$ cat src/rtl/mux2_rr_arbiter.sv
// mux2_rr_arbiter: two-requester round-robin arbiter driving a 2:1 data mux
// into a registered valid/ready output stage.
//
// Optional feature macro: MUX2_ARB_HOLD_LIMIT_EN
//   defined   - a grant is preempted after MAX_HOLD consecutive beats when the
//               other requester is waiting.
//   undefined - no hold counter; a grant persists until its request drops.
module mux2_rr_arbiter #(
    parameter int DW       = 8,
    parameter int MAX_HOLD = 4
) (
    input  logic          clk,
    input  logic          rst,
    input  logic [1:0]    req,
    input  logic [DW-1:0] din0,
    input  logic [DW-1:0] din1,
    output logic [1:0]    gnt,
    output logic          sel,
    output logic [DW-1:0] dout,
    output logic          dout_valid,
    input  logic          dout_ready,
    output logic          busy
);

    // The hold counter is 4 bits wide, so MAX_HOLD must fit in 1..15.
    if (MAX_HOLD < 1 || MAX_HOLD > 15) begin : g_max_hold_range_err
        $error("mux2_rr_arbiter: MAX_HOLD must be in 1..15");
    end

    typedef enum logic [1:0] {
        IDLE   = 2'd0,
        GRANT0 = 2'd1,
        GRANT1 = 2'd2
    } state_t;

    state_t        r_state;
    logic          r_last;
    logic [1:0]    r_gnt;
    logic          r_sel;
    logic          r_busy;
    logic [DW-1:0] r_dout;
    logic          r_dout_valid;

    state_t        w_nxt;
    logic          w_cur;
    logic          w_oth;
    logic          w_accept;
    logic          w_xfer;
    logic          w_hold_hit;

    // Index of the requester owning the current grant (only meaningful in GRANTx).
    assign w_cur    = (r_state == GRANT1);
    assign w_oth    = ~w_cur;
    assign w_accept = !r_dout_valid || dout_ready;
    assign w_xfer   = (r_state != IDLE) && req[w_cur] && w_accept;

`ifdef MUX2_ARB_HOLD_LIMIT_EN
    localparam logic [3:0] HOLD_LAST = 4'(MAX_HOLD - 1);

    logic [3:0] r_hold_cnt;

    // Preempt only on the beat that completes the hold window.
    assign w_hold_hit = w_xfer && (r_hold_cnt == HOLD_LAST) && req[w_oth];

    // Beats in the current grant; cleared whenever the state changes.
    always_ff @(posedge clk) begin
        if (rst) begin
            r_hold_cnt <= 4'd0;
        end else if (w_nxt != r_state) begin
            r_hold_cnt <= 4'd0;
        end else if (w_xfer && (r_hold_cnt != HOLD_LAST)) begin
            r_hold_cnt <= r_hold_cnt + 4'd1;
        end
    end
`else
    assign w_hold_hit = 1'b0;
`endif

    // Next-state decision: release beats preemption, preemption beats staying.
    always_comb begin
        w_nxt = r_state;
        case (r_state)
            IDLE: begin
                case (req)
                    2'b01:   w_nxt = GRANT0;
                    2'b10:   w_nxt = GRANT1;
                    2'b11:   w_nxt = r_last ? GRANT0 : GRANT1;
                    default: w_nxt = IDLE;
                endcase
            end
            GRANT0, GRANT1: begin
                if (!req[w_cur]) begin
                    if (req[w_oth]) w_nxt = w_oth ? GRANT1 : GRANT0;
                    else            w_nxt = IDLE;
                end else if (w_hold_hit) begin
                    w_nxt = w_oth ? GRANT1 : GRANT0;
                end
            end
            default: w_nxt = IDLE;
        endcase
    end

    // FSM state, round-robin memory and grant outputs, all registered together.
    always_ff @(posedge clk) begin
        if (rst) begin
            r_state <= IDLE;
            r_last  <= 1'b1;
            r_gnt   <= 2'b00;
            r_sel   <= 1'b0;
            r_busy  <= 1'b0;
        end else begin
            r_state <= w_nxt;
            if (w_nxt != r_state) begin
                if (w_nxt == GRANT0) r_last <= 1'b0;
                if (w_nxt == GRANT1) r_last <= 1'b1;
            end
            case (w_nxt)
                GRANT0: begin
                    r_gnt  <= 2'b01;
                    r_sel  <= 1'b0;
                    r_busy <= 1'b1;
                end
                GRANT1: begin
                    r_gnt  <= 2'b10;
                    r_sel  <= 1'b1;
                    r_busy <= 1'b1;
                end
                default: begin
                    r_gnt  <= 2'b00;
                    r_sel  <= 1'b0;
                    r_busy <= 1'b0;
                end
            endcase
        end
    end

    // Output stage: capture the muxed beat on a transfer, drain on handshake.
    always_ff @(posedge clk) begin
        if (rst) begin
            r_dout       <= '0;
            r_dout_valid <= 1'b0;
        end else if (w_xfer) begin
            r_dout       <= r_sel ? din1 : din0;
            r_dout_valid <= 1'b1;
        end else if (r_dout_valid && dout_ready) begin
            r_dout_valid <= 1'b0;
        end
    end

    assign gnt        = r_gnt;
    assign sel        = r_sel;
    assign busy       = r_busy;
    assign dout       = r_dout;
    assign dout_valid = r_dout_valid;

endmodule

$ cat config.mk
export PLATFORM = sky130hd
export DESIGN_NAME = mux2_rr_arbiter
export DESIGN_NICKNAME = d
export VERILOG_FILES = /design/src/rtl/mux2_rr_arbiter.sv
export SDC_FILE = /design/constraint.sdc
export NUM_CORES = 1
export LEC_CHECK = 0
export ABC_AREA = 1
export BUFFER_PORTS_ARGS = -buffer_cell sky130_fd_sc_hd__buf_2
export CELL_PAD_IN_SITES_DETAIL_PLACEMENT = 0
export CELL_PAD_IN_SITES_GLOBAL_PLACEMENT = 1
export CORE_MARGIN = 8
export CORE_UTILIZATION = 32
export CTS_CLUSTER_DIAMETER = 40
export DETAILED_ROUTE_END_ITERATION = 8
export PLACE_DENSITY = 0.82
export SYNTH_ARGS = -nofsm -noshare
export SYNTH_HDL_FRONTEND = slang
export SYNTH_SLANG_ARGS = --single-unit
$ cat constraint.sdc
create_clock -name clk -period 2.3 [get_ports clk]
set_input_delay 0.345 -clock clk [delete_from_list [all_inputs] [get_ports clk]]
set_output_delay 0.345 -clock clk [all_outputs]
set_load 0.02 [all_outputs]
-- After elaboration in Yosys (flattened, before gate mapping)
Cells that the tools add are included.
- logic and storage cells: 48
- register bits: 16
- bitwise gates (word level): 1
- order comparisons: 2
- reductions and logical operators: 12
- equality and inequality tests: 8
- mux-type cells: 18
- operators with widths (cell ; count):
    2-to-1 mux 1 bit ; 10
    equality test 2 bit (second input constant) ; 4
    2-to-1 mux 2 bit ; 4
    2-to-1 mux 8 bit ; 1
    case mux 2 bit (2 select lines) ; 2
    equality test 2 x 1 -> 1 bit (second input constant) ; 3
    case mux 2 bit (3 select lines) ; 1
    nonzero test 2 bit ; 3
    less-than comparator 1 x 2 -> 1 bit (second input constant) ; 2
    OR reduction 2 bit ; 2
    logical AND 1 bit ; 3
    zero test 2 bit ; 1
    != test 2 bit ; 1
    AND reduction 2 bit ; 1
    zero test 1 bit ; 1
    logical OR 1 bit ; 1
    NOT 1 bit ; 1

-- Logic depth before layout (Yosys ltp)
Gate-level depths: netlist of the first run.
- depth in word-level cells: 10
- gate-level depth with buffers: 16
- gate-level depth less buffers: 16

-- Worst setup path after synthesis of the first run
OpenSTA, ideal clock, no wires.
- kind: register to register
- from: reg r_state[0]
- to: reg r_last
- setup time: 117 ps
- cell stages (with the launch flop): 16
- clock period less this slack: 1716 ps
- setup slack: 584 ps
- data arrival time: 1599 ps
- path buffers: 0
- cell sequence: dfxtp_1 inv_1 ha_1 inv_1 nand2_2 nand3_1 nand2_1 nand2_1 nand2_2 nand2_4 inv_1 ha_1 inv_1 nand2_1 nand2_1 nand3_2
- cells in the longest elaborated chain, start to end: 9
- elaborated cells between the ends (all ways): 18
- RTL lines (element ; RTL line ; text):
    from (decl) ; 36 ; state_t r_state;
    from (signal assigned) ; 112 ; r_state <= w_nxt;
    equality test 2 bit ; 52, 82 ;
    2-to-1 mux 1 bit (not written as such) (2 in series) ; 93 ; if (req[w_oth]) w_nxt = w_oth ? GRANT1 : GRANT0;
    2-to-1 mux 2 bit ; 93 ;
    2-to-1 mux 2 bit ; 92 ; if (!req[w_cur]) begin
    case mux 2 bit (2 select lines) * ; 82 ; case (r_state)
    net w_nxt[1] ; 44 ; state_t w_nxt;
    equality test 2 x 1 -> 1 bit or equality test 2 bit (tied branches) ; 114, 115 ;
    nonzero test 2 bit (no line) ; n/a ;
    AND reduction 2 bit (no line) ; n/a ;
    to (signal assigned) ; 107 ; r_last <= 1'b1;
    to (signal assigned) ; 114 ; if (w_nxt == GRANT0) r_last <= 1'b0;
    to (signal assigned) ; 115 ; if (w_nxt == GRANT1) r_last <= 1'b1;
    to (decl) ; 37 ; logic r_last;
Mark *: on every way through the listed nets, which the timed path passes. The rest lies on a longest branch. The select of a mux whose other input is x is not followed.
A chain may end at the register's enable or synchronous reset.

-- Worst setup path in the final report of the first run
Ends and elaborated chain as after synthesis.

==> results of run 1 <==
final timing paths:
kind                                   to  slack (ns)  cells after the start
setup / recovery      r_last$_SDFFE_PP1P_        0.44                     15
hold / removal    dout_valid$_SDFFE_PP0P_        0.36                      4
setup reg to reg      r_last$_SDFFE_PP1P_        0.44                     15
hold reg to reg      dout[3]$_SDFFE_PP0P_        0.47                      2
metrics by stage:
| stage | power [mW] | setup slack (ns) | util | area (um2) |
|---|---|---|---|---|
| floorplan | 0.5785 | 0.5838 | - | 839.6 |
| global placement | 0.6600 | 0.5270 | 0.4106 | 1017 |
| detailed placement | 0.6686 | 0.4567 | 0.4106 | 1017 |
| CTS | 0.8211 | 0.4445 | 0.4212 | 1044 |
| global route | 0.8795 | 0.2487 | 0.4212 | 1044 |
| finish | 0.8057 | 0.4408 | 0.4212 | 1044 |
routing by layer:
metal | track usage | up-vias | routed length (um)
met2 | 0.1458 | 20 | 884
li1 | - | 430 | -
met5 | 0 | - | 0
met1 | 0.1047 | 350 | 877
met3 | 0.04139 | 2 | 148
met4 | 0.04700 | 0 | 16
logic make-up (layout without fill, tap and decap cells):
kind of cell | after synthesis | count (layout)
compound gates | 18 | 18
fa+ha+maj | 5 | 5
buf+inv | 36 | 68
flops | 15 | 15
simple gates | 42 | 42
layout by cell type (no fill, tap or decap), drive strengths merged:
master | Yosys | layout
a21oi | 1 | 1
nand2 | 19 | 19
clkbuf | 2 | 4
a211oi | 16 | 16
buf | 3 | 33
dfxtp | 15 | 15
nand4 | 1 | 1
o211ai | 1 | 1
ha | 5 | 5
nand3 | 9 | 9
inv | 31 | 31
nor2 | 13 | 13
power by group:
group	total, mW	leakage [nW]	switching (mW)	internal, mW
Clock	0.150	0.0150	0.0824	0.0672
Sequential	0.344	0.123	0.0361	0.308
Combinational	0.312	0.428	0.195	0.117
Total	0.806	0.566	0.313	0.492
state kept, by name, summed over array words and instances, names as in the netlist:
register    count
dout_valid      1
r_state         2
r_last          1
busy            1
gnt             2
dout            8
tightest hold or removal path, delay by kind of cell:
family / cells / cell delay, ns
compound gates: 1 / 0.07
buf+inv: 2 / 0.10
simple gates: 1 / 0.08
area by class of cell:
| class | instances | area (um2) | area share |
|---|---|---|---|
| Inverter | 31 | 116.4 | 0.1115 |
| Clock buffer | 4 | 26.28 | 0.02518 |
| Timing Repair Buffer | 33 | 165.2 | 0.1583 |
| Multi-Input combinational cell | 65 | 397.9 | 0.3813 |
| Tap cell | 30 | 37.54 | 0.03597 |
| Sequential cell | 15 | 300.3 | 0.2878 |
==> run metrics, run 1 <==
Overflow after GRT=0; top_reg_cell synth=dfxtp_1; mux cell area share after synthesis=0; core area=~2500 um2; Startpoint Class=flip-flop; Max H-tree Level=1; DRT Pass-1 Iters=2; Hold Crit Class=input port to flip-flop; RSZ-0062 raised after global routing=false; combinational family with the most area after synthesis=simple AND/OR/NAND/NOR gates; clock-pin slew of the registers on the worst-case setup and hold paths=0.09 ns; first-pass GRT wire length=3346 um; post-synthesis cell area=839.6 um2; initial DRC count=18; root buf cell=clkbuf_4; critical path peak fanout=4; Antenna diodes=0; clock sink count=15; antenna violations before repair=0; final wirelength=1926 um; die area=4519 um2; Post-Layout Cell Count=around 180; Rows=18; Pleak=approximately 0.57 nW; complex-gate fraction of the synthesized area=0.1580; Residual DRC=0; worst path cell trace=inv_1 -> ha_1 -> inv_1 -> nand2_2 -> nand3_1 -> nand2_1 -> nand2_1 -> nand2_2 -> nand2_4 -> inv_1 -> ha_1 -> inv_1 -> nand2_1 -> nand2_1 -> nand3_2; share of cells above drive strength 1=0.3108; Initial Util=0.3389; vias per inst=4.506; Setup Total Neg Slack=0 ns; CP Launch Point=r_state[0]$_SDFF_PP0_; Seq cells post-synth=15; Max-slew headroom=0.6270; fill count=279; fmax=~0.54 GHz; Tcrit/Tclk final=0.8083; ranking of synthesized cells by area=dfxtp_1, a211oi_1, inv_1, ha_1, nand2_1; Crit Path Category=flip-flop to flip-flop; Clock Tree Buf Depth=2; largest net degree at the start of global routing=19; Yosys top cell area share=0.3577; critical path capture point type=flip-flop; routability cong.=0.8156; most numerous cell in the Yosys netlist=inv_1; CTS Buf Count=3; chip width=67.22 um; peak supply drop=0.3068 mV; most instantiated cells after synthesis=inv_1, a211oi_1, dfxtp_1; Setup Skew=0.004410 ns; Hold WS=about 0.36 ns; via count=802; fraction of registers with async set/reset=0; hold buffer count at CTS=0; Antenna Violating Nets Remaining=0; Pwr Density=772.1 nW/um2; dpl hpwl=1553 um; cell taking the most area after synthesis=dfxtp_1; warnings from Yosys=0; Period minus WS final=1.859 ns; post-synth cell types=17; Max stage delay on crit path=0.39 ns; synthesized net count=142; wire per inst=10.82 um; Final Max Tran Viols=0; adder-cell area share of the yosys netlist=0.07452; crit path buf inv count=4; Port Buffers=33; total track usage=0.09281; Layout Area Growth over Synthesis=24.29%; WP data required=2.48 ns; RR Startpoint=r_state[0]$_SDFF_PP0_; Die Y=67.22 um; Worst Path Arrival=between 2 and 2.5 ns; # nets final=about 180; Placed Instances=174; Post-synth EDFFs=0; Mean Syn Cell Area=7.238 um2; Final Hold Vio Count=0; Max-cap violations=0; clock latency on the worst-skew pair=0.28 ns; Hold Path Origin=dout_ready; TritonCTS clock tree=done; Worst Tran Pin Value=~0.56 ns; setup bufs post-CTS=0; Synth Area in Simple Gates=0.2414; Slowest cell on crit path=dfxtp_1; vias in the first global route=808; sequential cell area fraction in the yosys report=0.3577; post-synthesis xor/xnor area fraction=0; Mapped Cells=116; post-CTS sizing=0; Setup Viol. Count Final=0; status=complete, no violations; I/O pin count=34; Crit path max-delay family=simple AND/OR/NAND/NOR gates
Note: power is estimated with default switching activity, not from simulation.
==> run 2: changes to the inputs <==
- CORE_UTILIZATION: 32 -> 29
- PLACE_DENSITY: 0.82 -> 0.79
- clock period: 2.3 -> 1.5 ns (I/O delays scaled with it)
==> run metrics, run 2 (same netlist as run 1, synthesis figures left out) <==
Final Max Tran Viols=0; critical path capture point type=flip-flop; Pwr Density=1151 nW/um2; total track usage=0.08736; chip width=~70 um; Clock Tree Buf Depth=2; Tcrit/Tclk final=1.058; RSZ-0062 raised after global routing=true; via count=873; TritonCTS clock tree=done; initial DRC count=22; share of cells above drive strength 1=0.5280; root buf cell=clkbuf_4; pre-CTS WS=-0.08644 ns; Initial Util=0.3044; core area=2758 um2; Util after Layout=0.4873; placed inst area=1139 um2; Worst Tran Pin Value=0.3846 ns; Rows=19; clock-pin slew of the registers on the worst-case setup and hold paths=0.09 ns; CTS Buf Count=3; first-pass GRT wire length=3657 um; final wirelength=2271 um; Final Hold Vio Count=0; vias per inst=4.547; most common cell after layout, fill and taps aside=buf_2; Max-cap violations=0; # nets final=188; Period minus WS final=1.586 ns; die area=4873 um2; dpl hpwl=1682 um; Max H-tree Level=1; Setup Viol. Count Final=1; Hold Crit Class=input port to flip-flop; Port Buffers=33; I/O pin count=34; Residual DRC=0; worst setup margin=-0.08626 ns; Crit Path Category=flip-flop to flip-flop; fmax=0.6304 GHz; vias in the first global route=878; critical path peak fanout=3; max reg flops=8; Layout Area Growth over Synthesis=60.06%; Overflow after GRT=0; routability cong.=0.7519; violated checks=negative setup slack; WP data required=1.68 ns; clock sink count=15; Startpoint Class=flip-flop; wire per inst=about 12 um; status=finished, violations left; Max-slew headroom=0.7436; Die Y=69.81 um; peak supply drop=0.6903 mV; Placed Instances=185; Setup Total Neg Slack=-0.08626 ns; largest net degree at the start of global routing=19; Antenna diodes=0; Pleak=0.6708 nW; most frequent cells in the layout=buf_2, inv_1, nor2_1, dfxtp_1; Worst Path Arrival=~1.8 ns; Antenna Violating Nets Remaining=0; antenna violations before repair=0; Setup Skew=0.008007 ns; DRT Pass-1 Iters=4; clock latency on the worst-skew pair=0.27 ns; Finished Cell Area=between 1000 and 1500 um2; Post-Layout Cell Count=192
## run 2: metal layers
metal | track usage | up-vias | wire length, um
li1 | - | 454 | -
met1 | 0.09798 | 391 | 997
met2 | 0.1391 | 26 | 1088
met3 | 0.04149 | 2 | 169
met4 | 0.03348 | 0 | 15
met5 | 0 | - | 0
## run 2: timing repair
action	in CTS	in global routing
endpoints found under the setup margin	1	14
cloned	0	2
buffers inserted	1	2
pin swaps	2	8
gates resized for setup	2	30
hold buffers	0	0
hold endpoints to repair	0	0
## run 2: final cells by class
type | count | area [um2]
inverters | 31 | 128.9
well taps | 31 | 38.79
repair buffers | 46 | 321.6
fillers | 290 | 1414
flip-flops and latches | 15 | 306.5
clock buffers | 4 | 26.28
multi-input cells | 65 | 521.8
## run 2: through the flow
step,hold slack (ns),power [mW]
3_5_place_dp,0.4513,1.141
2_1_floorplan,0.3035,0.9233
3_3_place_gp,0.4469,1.128
4_1_cts,0.2437,1.383
5_1_grt,0.2856,1.675
6_report,0.2726,1.547
## run 2: worst max-delay path: stages (launching register included)
cell	delay (ns)
dfxtp_2	0.36
inv_4	0.05
ha_4	0.17
inv_4	0.06
nand2_4	0.05
nand3_2	0.06
nand2_2	0.06
nand2_2	0.07
nand2_2	0.07
nand2_4	0.08
inv_4	0.04
ha_4	0.27
inv_4	0.03
nand3_2	0.06
nand3_2	0.06
## run 2: path summary, 6_finish.rpt
kind,from,to,slack (ns),depth (start not counted)
worst max-delay path,r_state[0]$_SDFF_PP0_,r_last$_SDFFE_PP1P_,-0.09,14
worst min-delay path,din1[6],dout[6]$_SDFFE_PP0P_,0.27,3
worst max register to register,r_state[0]$_SDFF_PP0_,r_last$_SDFFE_PP1P_,-0.09,14
worst min register to register,dout[7]$_SDFFE_PP0P_,dout[7]$_SDFFE_PP0P_,0.46,2
## run 2: report_power, final
group | switching (mW) | leakage (nW) | internal (mW)
Combinational | 0.418 | 0.531 | 0.366
Sequential | 0.0649 | 0.125 | 0.476
Clock | 0.119 | 0.0150 | 0.103
